`src/rtl/bpu_pkg.sv`:
```
// Shared branch-prediction-unit types.
//   PHT_IDX_W   : width of a pattern-history-table index
//   pht_upd_t   : one queued PHT update {index, taken}
//   upd_state_e : update-controller occupancy state
package bpu_pkg;

  localparam int unsigned PHT_IDX_W = 8;

  typedef struct packed {
    logic [PHT_IDX_W-1:0] index;
    logic                 taken;
  } pht_upd_t;

  typedef enum logic {StIdle, StBusy} upd_state_e;

endpackage

```
`src/rtl/pht_upd_fifo.sv`:
```
// Two-write, one-read update FIFO.
//   clk_i, rst_i      : clock, asynchronous active-high reset
//   wr_en_i[1:0]      : per-lane write enables; lane0 is written before lane1
//   wr_data_i[1:0]    : per-lane write data
//   pop_i             : remove the head entry (caller guarantees non-empty)
//   flush_i           : empty the FIFO on the next edge (wins over push/pop)
//   rd_data_o         : head entry
//   count_o           : current occupancy
module pht_upd_fifo
  import bpu_pkg::*;
#(
  parameter int unsigned DEPTH = 4
) (
  input  logic                       clk_i,
  input  logic                       rst_i,
  input  logic [1:0]                 wr_en_i,
  input  pht_upd_t [1:0]             wr_data_i,
  input  logic                       pop_i,
  input  logic                       flush_i,
  output pht_upd_t                   rd_data_o,
  output logic [$clog2(DEPTH):0]     count_o
);

  localparam int unsigned AW = $clog2(DEPTH);
  localparam int unsigned CW = AW + 1;

  pht_upd_t          mem_q [DEPTH];
  logic [AW-1:0]     wptr_q, wptr_d, rptr_q, rptr_d;
  logic [CW-1:0]     cnt_q, cnt_d;
  logic [AW-1:0]     waddr0, waddr1;

  always_comb begin
    waddr0 = wptr_q;
    // Lane1 lands right after lane0 only if lane0 is also written.
    waddr1 = wptr_q + AW'(wr_en_i[0]);
    wptr_d = wptr_q + AW'(wr_en_i[0]) + AW'(wr_en_i[1]);
    rptr_d = rptr_q + AW'(pop_i);
    cnt_d  = cnt_q + CW'(wr_en_i[0]) + CW'(wr_en_i[1]) - CW'(pop_i);
    if (flush_i) begin
      wptr_d = '0;
      rptr_d = '0;
      cnt_d  = '0;
    end
  end

  always_ff @(posedge clk_i) begin
    if (!flush_i) begin
      if (wr_en_i[0]) mem_q[waddr0] <= wr_data_i[0];
      if (wr_en_i[1]) mem_q[waddr1] <= wr_data_i[1];
    end
  end

  always_ff @(posedge clk_i or posedge rst_i) begin
    if (rst_i) begin
      wptr_q <= '0;
      rptr_q <= '0;
      cnt_q  <= '0;
    end else begin
      wptr_q <= wptr_d;
      rptr_q <= rptr_d;
      cnt_q  <= cnt_d;
    end
  end

  assign rd_data_o = mem_q[rptr_q];
  assign count_o   = cnt_q;

endmodule

```
`src/rtl/pht_upd_ctrl.sv`:
```
// PHT update controller: queues up to two branch-resolve updates per cycle and
// issues them to the single-ported PHT one per cycle, in arrival order.
//   clk, rst          : clock, asynchronous active-high reset
//   upd_valid/index/taken : per-lane update requests (lane0 older)
//   upd_ready         : at least two FIFO entries free
//   hold              : PHT port busy, do not issue
//   flush             : drop all queued and same-cycle updates
//   update_en, index_up, taken_actual : registered PHT update strobe/payload
//   overflow          : sticky, a valid lane arrived while upd_ready was low
// Optional macro PHT_UPD_BYPASS_EN: when defined, an update arriving into an
// empty FIFO with hold=0 skips the queue and issues on the push edge.
module pht_upd_ctrl
  import bpu_pkg::*;
#(
  parameter int unsigned DEPTH = 4
) (
  input  logic                          clk,
  input  logic                          rst,
  input  logic [1:0]                    upd_valid,
  input  logic [1:0][PHT_IDX_W-1:0]     upd_index,
  input  logic [1:0]                    upd_taken,
  output logic                          upd_ready,
  input  logic                          hold,
  input  logic                          flush,
  output logic                          update_en,
  output logic [PHT_IDX_W-1:0]          index_up,
  output logic                          taken_actual,
  output logic                          overflow
);

  localparam int unsigned CW = $clog2(DEPTH) + 1;

  upd_state_e      state_q, state_d;
  logic            update_en_q, overflow_q;
  pht_upd_t        out_q;

  pht_upd_t [1:0]  lane;
  pht_upd_t        head, byp_data;
  logic [1:0]      acc, wr_en;
  logic            pop, byp;
  logic [CW-1:0]   fifo_cnt, cnt_next;

  always_comb begin
    lane[0]   = '{index: upd_index[0], taken: upd_taken[0]};
    lane[1]   = '{index: upd_index[1], taken: upd_taken[1]};
    upd_ready = (fifo_cnt <= CW'(DEPTH - 2));
    acc       = upd_valid & {2{upd_ready & ~flush}};
    pop       = !hold && !flush && (state_q == StBusy);
`ifdef PHT_UPD_BYPASS_EN
    // Bypass only when nothing is queued, so ordering is preserved.
    byp      = (state_q == StIdle) && !hold && !flush && (|acc);
    wr_en    = byp ? ((acc == 2'b11) ? 2'b10 : 2'b00) : acc;
    byp_data = acc[0] ? lane[0] : lane[1];
`else
    byp      = 1'b0;
    wr_en    = acc;
    byp_data = lane[0];
`endif
    cnt_next = flush ? '0
                     : fifo_cnt + CW'(wr_en[0]) + CW'(wr_en[1]) - CW'(pop);
    state_d  = (cnt_next != '0) ? StBusy : StIdle;
  end

  pht_upd_fifo #(
    .DEPTH (DEPTH)
  ) u_fifo (
    .clk_i     (clk),
    .rst_i     (rst),
    .wr_en_i   (wr_en),
    .wr_data_i (lane),
    .pop_i     (pop),
    .flush_i   (flush),
    .rd_data_o (head),
    .count_o   (fifo_cnt)
  );

  always_ff @(posedge clk or posedge rst) begin
    if (rst) begin
      state_q     <= StIdle;
      update_en_q <= 1'b0;
      out_q       <= '0;
      overflow_q  <= 1'b0;
    end else begin
      state_q <= state_d;
      // Lanes discarded by flush do not count as overflow.
      if ((|upd_valid) && !upd_ready && !flush) overflow_q <= 1'b1;
      if (pop) begin
        update_en_q <= 1'b1;
        out_q       <= head;
      end else if (byp) begin
        update_en_q <= 1'b1;
        out_q       <= byp_data;
      end else begin
        update_en_q <= 1'b0;
      end
    end
  end

  assign update_en    = update_en_q;
  assign index_up     = out_q.index;
  assign taken_actual = out_q.taken;
  assign overflow     = overflow_q;

endmodule

```
`config.mk`:
```
export PLATFORM = sky130hd
export DESIGN_NAME = pht_upd_ctrl
export DESIGN_NICKNAME = d
export VERILOG_FILES = /design/src/rtl/bpu_pkg.sv /design/src/rtl/pht_upd_fifo.sv /design/src/rtl/pht_upd_ctrl.sv
export SDC_FILE = /design/constraint.sdc
export NUM_CORES = 1
export LEC_CHECK = 0
export ABC_AREA = 1
export BUFFER_PORTS_ARGS = -buffer_cell sky130_fd_sc_hd__buf_2
export CAP_MARGIN = 20
export CORE_ASPECT_RATIO = 0.75
export CORE_MARGIN = 3
export CORE_UTILIZATION = 35
export DETAILED_ROUTE_END_ITERATION = 16
export GPL_TIMING_DRIVEN = 0
export PLACE_DENSITY = 0.57
export SKIP_LAST_GASP = 1
export SLEW_MARGIN = 25
export SYNTH_ARGS = -nofsm -noshare
export SYNTH_HDL_FRONTEND = slang
export SYNTH_SLANG_ARGS = --single-unit
```
`constraint.sdc`:
```
create_clock -name clk -period 3.89 [get_ports clk]
set_input_delay 0.1945 -clock clk [delete_from_list [all_inputs] [get_ports clk]]
set_output_delay 0.1945 -clock clk [all_outputs]
set_load 0.01 [all_outputs]
```
# Yosys cells after proc, flatten, opt, wreduce, memory -nomap -nowiden
# Memory sizes are Yosys's and may differ from the RTL's. A register that Yosys moved wholly into a read port is not among the register bits.
# Cells that the tools add are included.
# op_classes
addsub	6
n_lt_le_gt_ge	1
muxes	11
bitwise_logic	3
reduce_logical	9
# op_table
operator	count
1-bit two-way mux	8
2-bit by 1-bit adder with 2-bit output	3
3-bit by 1-bit adder with 3-bit output	2
1-bit logical AND	4
2-bit two-way mux	2
3-bit by 2-bit less-or-equal comparator with 1-bit output, second input constant	1
1-bit logical NOT	3
3-bit two-way mux	1
3-bit nonzero test	1
3-bit by 1-bit subtractor with 3-bit output	1
2-bit AND	1
2-bit OR reduction	1
1-bit AND	1
1-bit NOT	1
# word_totals
ff_bits	10
ramBits	36
elab_cells	37
mem_count	1
# mem_list
memory	words	width	rd	rd_clocked_by_memory_dff	wr	line_no	text
u_fifo.mem_q	4	9	1	1	2	pht_upd_fifo.sv:27	pht_upd_t mem_q [DEPTH];

# Longest topological paths before layout
# Gate-level depths: netlist (run 1).
# depth
ltp_word	9
depth_mapped	15

# By module
# A second synthesis (run 1) with hierarchy kept.
# hier_totals
hier_cells	353
area_unflattened_um2	3085.5
# modules_own_cells
module	n_inst	cells_per_inst	area_per_inst_um2
pht_upd_fifo	1	283	2486.1
pht_upd_ctrl	1	70	599.3

# Worst setup path before layout (run 1)
# Ideal clock, no wire load.
# synth_path
path_type	reg-to-reg
start	register u_fifo.cnt_q[1], in the netlist u_fifo.count_o[1]
end	register state_q
arrival_time_ns	2.684
t_required_ns	3.759
slack_ns	1.075
path_stages_with_launch	14
n_path_buf	1
period_less_slack_ns	2.815
path_cell_list	dfrtp_1 > inv_1 > ha_1 > inv_1 > a21oi_1 > buf_4 > inv_1 > nor2_1 > inv_1 > ha_1 > fa_1 > fa_1 > nor2_1 > or3_1
# synth_between
elab_chain_cells	9
# synth_rtl
element	line_no	text
from (decl)	pht_upd_fifo.sv:29	logic [CW-1:0] cnt_q, cnt_d;
from (signal assigned)	pht_upd_fifo.sv:61	cnt_q <= cnt_d;
3-bit by 2-bit less-or-equal comparator with 1-bit output	pht_upd_ctrl.sv:46	upd_ready = (fifo_cnt <= CW'(DEPTH - 2));
1-bit AND	pht_upd_ctrl.sv:47	acc = upd_valid & {2{upd_ready & ~flush}};
2-bit AND	pht_upd_ctrl.sv:47	
3-bit by 1-bit adder with 3-bit output	pht_upd_ctrl.sv:60	: fifo_cnt + CW'(wr_en[0]) + CW'(wr_en[1]) - CW'(pop);
3-bit by 1-bit adder with 3-bit output (*)	pht_upd_ctrl.sv:60	
3-bit by 1-bit subtractor with 3-bit output (*)	pht_upd_ctrl.sv:60	
3-bit two-way mux (*)	pht_upd_ctrl.sv:59	cnt_next = flush ? '0
via cnt_next[1]	pht_upd_ctrl.sv:41	logic [CW-1:0] fifo_cnt, cnt_next;
3-bit nonzero test (*)	pht_upd_ctrl.sv:61	state_d = (cnt_next != '0) ? StBusy : StIdle;
1-bit two-way mux (*)	pht_upd_ctrl.sv:61	
via state_d	pht_upd_ctrl.sv:33	upd_state_e state_q, state_d;
to (signal assigned)	pht_upd_ctrl.sv:79	state_q <= StIdle;
to (signal assigned)	pht_upd_ctrl.sv:84	state_q <= state_d;
to (decl)	pht_upd_ctrl.sv:33	
# The timed path passes the listed nets; every way through them passes the cells marked *.
# A chain may end at the register's enable or synchronous reset.

==> results of run 1 <==
[cell families after synthesis]
kind of cell	share of synthesized area (%)
flops	53.12
fa+ha+maj	3.501
buf+inv	5.252
simple gates	31.17
compound gates	6.960
[where the power goes]
part	switching (W)	internal, W
combinational	0.000558	0.000264
clock	0.000201	0.000169
sequential	0.0000583	0.000788
total	0.000818	0.00122
[worst max-delay path, stage by stage, from the launching register on]
cell and delay, ns:
dfrtp_1 0.44, inv_1 0.07, ha_1 0.19, inv_1 0.08
a21oi_1 0.09, buf_4 0.18, nand2_2 0.14, inv_1 0.06
ha_1 0.41, inv_1 0.15, nor2_4 0.31, nand4_4 0.25
o21ai_1 0.56
[layer usage]
layer | part of all wire [%] | up-vias
li1 | - | 1184
met3 | 6.4 | 6
met5 | 0 | -
met1 | 50 | 1111
met4 | 0.97 | 0
met2 | 42 | 95
[layout make-up]
class,instances,area share (%)
plain buffers,15,2.584
multi-input cells,230,36.52
flip-flops and latches,55,46.59
repair buffers,34,5.169
clock inverters,1,0.2622
clock buffers,7,2.921
inverters,18,2.022
well taps,105,3.933
[state kept, by name, summed over array words and instances (netlist names)]
register,flops
u_fifo.waddr0,2
state_q,1
u_fifo.count_o,3
overflow,1
update_en,1
taken_actual,1
u_fifo.rptr_q,2
index_up,8
u_fifo.mem_q,36
[cell usage in the layout, fill, tap and decap left out, types with 4 or more instances in the layout]
master	n
inv_1	14
a31oi_1	9
o21ai_1	4
nand2_2	4
nand2_1	82
nand4_4	4
clkbuf_1	6
ha_1	5
dfrtp_1	19
nor2_1	52
buf_2	39
clkbuf_8	5
nor2_4	4
nand4_1	36
o21ai_0	21
edfxtp_1	36
[how the worst min path moves through the flow]
stage / startpoint / end / slack (ns)
5_1_grt: rst / update_en$_DFF_PP0_ / 0.07
3_3_place_gp: rst / update_en$_DFF_PP0_ / 0.37
2_1_floorplan: rst / index_up[0]$_DFFE_PP0P_ / 0.15
3_5_place_dp: rst / update_en$_DFF_PP0_ / 0.38
6_report: rst / update_en$_DFF_PP0_ / -0.002
4_1_cts: rst / update_en$_DFF_PP0_ / 0.04
[per-stage QoR]
step / hold slack (ns) / area [sq um] / worst slack [ns] / power, W / utilization [%]
final: -0.001633 / 3341 / 0.5763 / 0.002039 / 41.64
after CTS: 0.04101 / 3341 / 0.5869 / 0.002041 / 41.64
after floorplan: 0.1456 / 2930 / 1.075 / 0.001412 / -
after detailed placement: 0.3823 / 3234 / 0.6188 / 0.001682 / 40.32
after global placement: 0.3657 / 3227 / 0.5925 / 0.001655 / 40.22
after global routing: 0.06776 / 3341 / 0.3311 / 0.002186 / 41.64
==> results.md, run 1 <==
* Status: finished with violations
* Failing checks: hold timing
* CTS Buf Count at 5
* Worst min-delay path category: in2async
* Number of cell rows at 28
* Longest Clk Path Bufs at 2
* Die extent in x at 111.7 um
* Global route overflow at 0
* Cell variety after synth at 25
* Worst setup EP type: flop
* Pre-antenna DRT Iters at 6
* Met2 Resource Use GR at 24.92%
* Clk sinks at 55
* Post-synthesis register bit count at 55
* Final count of negative-setup-slack endpoints at 0
* Gp weighted congestion at 0.8343
* Synthesized netlist cell count at 318
* Root Driver: clkbuf_8
* Main synth FF type: edfxtp_1
* Worst setup SP type: flop
* Synth warn at 0
* Fin cells at 465
* WL/cell at 16.17 um
* Synth area leader: edfxtp_1
* P_leak at 1.425 nW
* Syn Nets at 349
* Vias per cell at 5.153
* Worst vdd ir at 0.2840 mV
* R2r worst-path depth at 12
* Async SR Flop Fraction at 34.55%
* Worst r2r src: u_fifo.count_o[1]$_DFF_PP0_
* Reg clk slew, reported paths at 0.11 ns
* Setup_tns at 0 ns
* Die Area at 9517 sq um
* Mapped cell area at 2930 sq um
* Initial Util at 36.53%
* Gr usage total at 16.59%
* Initial DRC Count at 245
* Area of the multi-input gates at 1220 sq um
* H-tree depth at 2
* Diode count at 0
* Hold slack at -0.001633 ns
* Reg2reg setup slack at 0.58 ns
* Post-CTS setup buffer count at 0
* Max Clk Rate at 301.8 MHz
* I/O pins at 36
* Vias in the first global route at 2275
* Dpl hpwl at 5567 um
* Met1 Use GR at 25.26%
* MaxCap Viol Count at 0
* Number of flops mapped to enable cells by yosys at 36
* CP endpoint: u_fifo.mem_q[1][0]$_DFFE_PP_
* Largest net degree at the start of global routing at 20
* # hold bufs at CTS at 0
* Placed instance count at 457
* Critical Path RT at 3.83 ns
* Crit path kind: reg2reg
* Seq. cell area at 1556 sq um
* Post-synthesis sequential area ratio at 53.12%
* Post_cts resized at 0
* Post-synth top cells: nand2_1 (82), nor2_1 (52), edfxtp_1 (36), nand4_1 (36), o21ai_0 (23)
* Slew margin rel. at 38.41%
* Post-route ant nets at 0
* Clk_lat worst skew at 0.31 ns
* Pins Over Slew Limit at 0
* Worst-Margin Slew at 0.9177 ns
* Capturing point of the worst reg2reg path: u_fifo.mem_q[1][0]$_DFFE_PP_
* Final hold vios at 8
* FILL cells at 804
* DRC at 0
* GR peak layer: met1
* CTS tree: done
* Worst path arrival time at 3.25 ns
* Area Overhead vs Synth at 14.01%
* Fin crit share at 85.19%
* Core ar. at 8023 sq um
* Nets@finish at 390
* DR vias at 2396
* Crit path time final at 3.314 ns
* Post-Route WL at 7517 um
* Top-count cell post-synth: nand2_1
* Initial antenna violation count at 0
* Worst-path fanout max at 10
* Start point of the critical path: u_fifo.count_o[1]$_DFF_PP0_
* Share of layout cells above drive strength 1 at 18.61%
* Power Density at 610.3 nW/um^2
* RSZ-0062 raised after global routing: no
* Die height at 85.24 um
* Ranking of synthesized cells by area: edfxtp_1 (37%), dfrtp_1 (16%), nand2_1 (11%)
* Layout Skew at 0.01037 ns
* Port buffer count at 33
* Synth Area per Inst at 9.215 sq um
* Synth top area share at 36.89%
* Met3 Resource Use GR at 2.566%
* First-pass GRT wire length at 12310 um
Note: power is estimated with default switching activity, not from simulation.
==> run 2: changes to the inputs <==
--- a/config.mk
+++ b/config.mk
@@ -13,7 +13,7 @@
 export CORE_UTILIZATION = 35
 export DETAILED_ROUTE_END_ITERATION = 16
 export GPL_TIMING_DRIVEN = 0
-export PLACE_DENSITY = 0.57
+export PLACE_DENSITY = 0.6
 export SKIP_LAST_GASP = 1
 export SLEW_MARGIN = 25
 export SYNTH_ARGS = -nofsm -noshare
==> results.md, run 2 (synthesis gave the netlist of run 1 again) <==
* Status: complete, no violations
* CTS Buf Count at 5 (unchanged)
* Longest Clk Path Bufs at 2 (unchanged)
* Critical Path RT at 3.82 ns (about the same)
* Worst-path fanout max at 10 (unchanged)
* Reg clk slew, reported paths at 0.10 ns (about the same)
* Pins Over Slew Limit at 0 (unchanged)
* Overall power at 0.001956 W (-4.1%)
* DRC at 0 (unchanged)
* Share of layout cells above drive strength 1 at 18.38% (-0.23 points)
* Post_cts resized at 0 (unchanged)
* RSZ-0062 raised after global routing: no
* Worst min-delay path category: in2async
* P_leak at 1.407 nW (-1.3%)
* WL/cell at 15.91 um (-1.6%)
* # hold bufs at CTS at 0 (unchanged)
* Initial Util at 36.53% (unchanged)
* Core ar. at 8023 sq um (unchanged)
* DR vias at 2403 (+0.29%)
* Layout Skew at 0.007793 ns (-0.002574 ns)
* First-pass GRT wire length at 11920 um (-3.1%)
* Worst vdd ir at 0.2595 mV (-8.6%)
* Clk sinks at 55 (unchanged)
* Post-route ant nets at 0 (unchanged)
* Vias per cell at 5.179 (+0.51%)
* Worst path arrival time at 3.23 ns (-0.02 ns)
* Most frequent cells in the layout: nand2_1 (82), nor2_1 (52), buf_2 (39)
* Global route overflow at 0 (unchanged)
* Largest register by flop count: u_fifo.mem_q
* Final hold vios at 0 (-8)
* Slew margin rel. at 37.61% (-0.79 points)
* Post-CTS setup buffer count at 0 (unchanged)
* Nets@finish at 389 (-0.26%)
* Clk_lat worst skew at 0.30 ns (about the same)
* Area Overhead vs Synth at 13.02%
* Dpl hpwl at 5530 um (-0.67%)
* Diode count at 0 (unchanged)
* Pre-antenna DRT Iters at 4 (-2)
* Most common cell after layout, fill and taps aside: nand2_1
* Initial DRC Count at 200 (-18%)
* Worst setup SP type: flop
* Root Driver: clkbuf_8
* Die extent in x at 111.7 um (unchanged)
* MaxCap Viol Count at 0 (unchanged)
* Area after DPL at 3227 sq um (-0.23%)
* Number of cell rows at 28 (unchanged)
* Power Density at 590.6 nW/um^2 (-3.2%)
* Largest net degree at the start of global routing at 20 (unchanged)
* Initial antenna violation count at 0 (unchanged)
* Vias in the first global route at 2215 (-2.6%)
* Fin crit share at 84.72% (-0.47 points)
* Gp weighted congestion at 0.8515 (+2.1%)
* Worst-Margin Slew at 0.9295 ns (+0.01179 ns)
* Final count of negative-setup-slack endpoints at 0 (unchanged)
* Gr usage total at 16.02% (-0.57 points)
* I/O pins at 36 (unchanged)
* Setup_tns at 0 ns (unchanged)
* Post-route cell area at 3312 sq um (-0.86%)
* Die height at 85.24 um (unchanged)
* Max Clk Rate at 303.4 MHz (+0.55%)
* Post-Route Utilization at 41.28% (-0.36 points)
* Reg2reg setup slack at 0.59 ns (+0.02 ns)
* Worst setup EP type: flop
* Die Area at 9517 sq um (unchanged)
* Post-Route WL at 7383 um (-1.8%)
* H-tree depth at 2 (unchanged)
* Crit path kind: reg2reg
* Largest register FFs at 36 (unchanged)
* CTS tree: done
* Port buffer count at 33 (unchanged)
* Crit path time final at 3.296 ns (-0.01816 ns)
==> run 2: cell types whose count changed in the layout (fill, tap and decap cells not counted) <==
cell        before  now
clkinvlp_4       0    1
clkbuf_16        1    0
buf_4            3    2
inv_6            1    0
clkinv_2         0    1
==> run 2: path summary, 6_finish.rpt <==
check	from	endpoint	cells past startpoint
worst max-delay path	u_fifo.count_o[1]$_DFF_PP0_	u_fifo.mem_q[3][0]$_DFFE_PP_	12
worst min-delay path	rst	index_up[5]$_DFFE_PP0P_	2
worst max register to register	u_fifo.count_o[1]$_DFF_PP0_	u_fifo.mem_q[3][0]$_DFFE_PP_	12
worst min register to register	overflow$_DFFE_PP0P_	overflow$_DFFE_PP0P_	1
max in group asynchronous	rst	u_fifo.count_o[2]$_DFF_PP0_	2
min in group clk	flush	u_fifo.waddr0[0]$_DFF_PP0_	2
==> run 2: critical path: stages, from the launching register on <==
cell and delay [ns]:
dfrtp_1 0.42, inv_1 0.06, ha_1 0.19, inv_1 0.09, a21oi_1 0.09, buf_4 0.18, nand2_2 0.14, inv_1 0.06
ha_1 0.41, inv_1 0.15, nor2_4 0.31, nand4_4 0.24, o21ai_1 0.57
==> run 2: cell type report <==
| cell class | count | area [sq um] |
|---|---|---|
| buffer | 15 | 86.33 |
| clock inverter | 2 | 12.51 |
| sequential | 55 | 1556 |
| tap | 105 | 131.4 |
| clock buffer | 6 | 72.57 |
| timing repair buffer | 33 | 165.2 |
| multi-input combinational | 230 | 1220 |
| fill | 811 | 4711 |
| inverter | 18 | 67.56 |
==> run 2: through the flow <==
stage | worst slack, ns | instances | hold WS (ns)
after floorplan | 1.075 | 318 | 0.1456
final | 0.5944 | 464 | 0.01435
after global routing | 0.4092 | 464 | 0.07163
after detailed placement | 0.6098 | 456 | 0.3699
after global placement | 0.6318 | 456 | 0.3614
after CTS | 0.5841 | 464 | 0.03702
==> run 2: per-layer routing <==
layer  up-vias  routed length, um  global-route usage, %
li1       1184                  -                      -
met1      1105               3698                  26.11
met2       110               2962                  21.87
met3         4                670                  2.566
met4         0                 52                  3.646
met5         -                  0                      0
==> run 2: power by group <==
| group | switching (W) | internal [W] | total, W |
|---|---|---|---|
| logic | 0.000547 | 0.000259 | 0.000806 |
| clock network | 0.000179 | 0.000126 | 0.000305 |
| registers | 0.0000565 | 0.000789 | 0.000846 |
| total | 0.000782 | 0.00117 | 0.00196 |
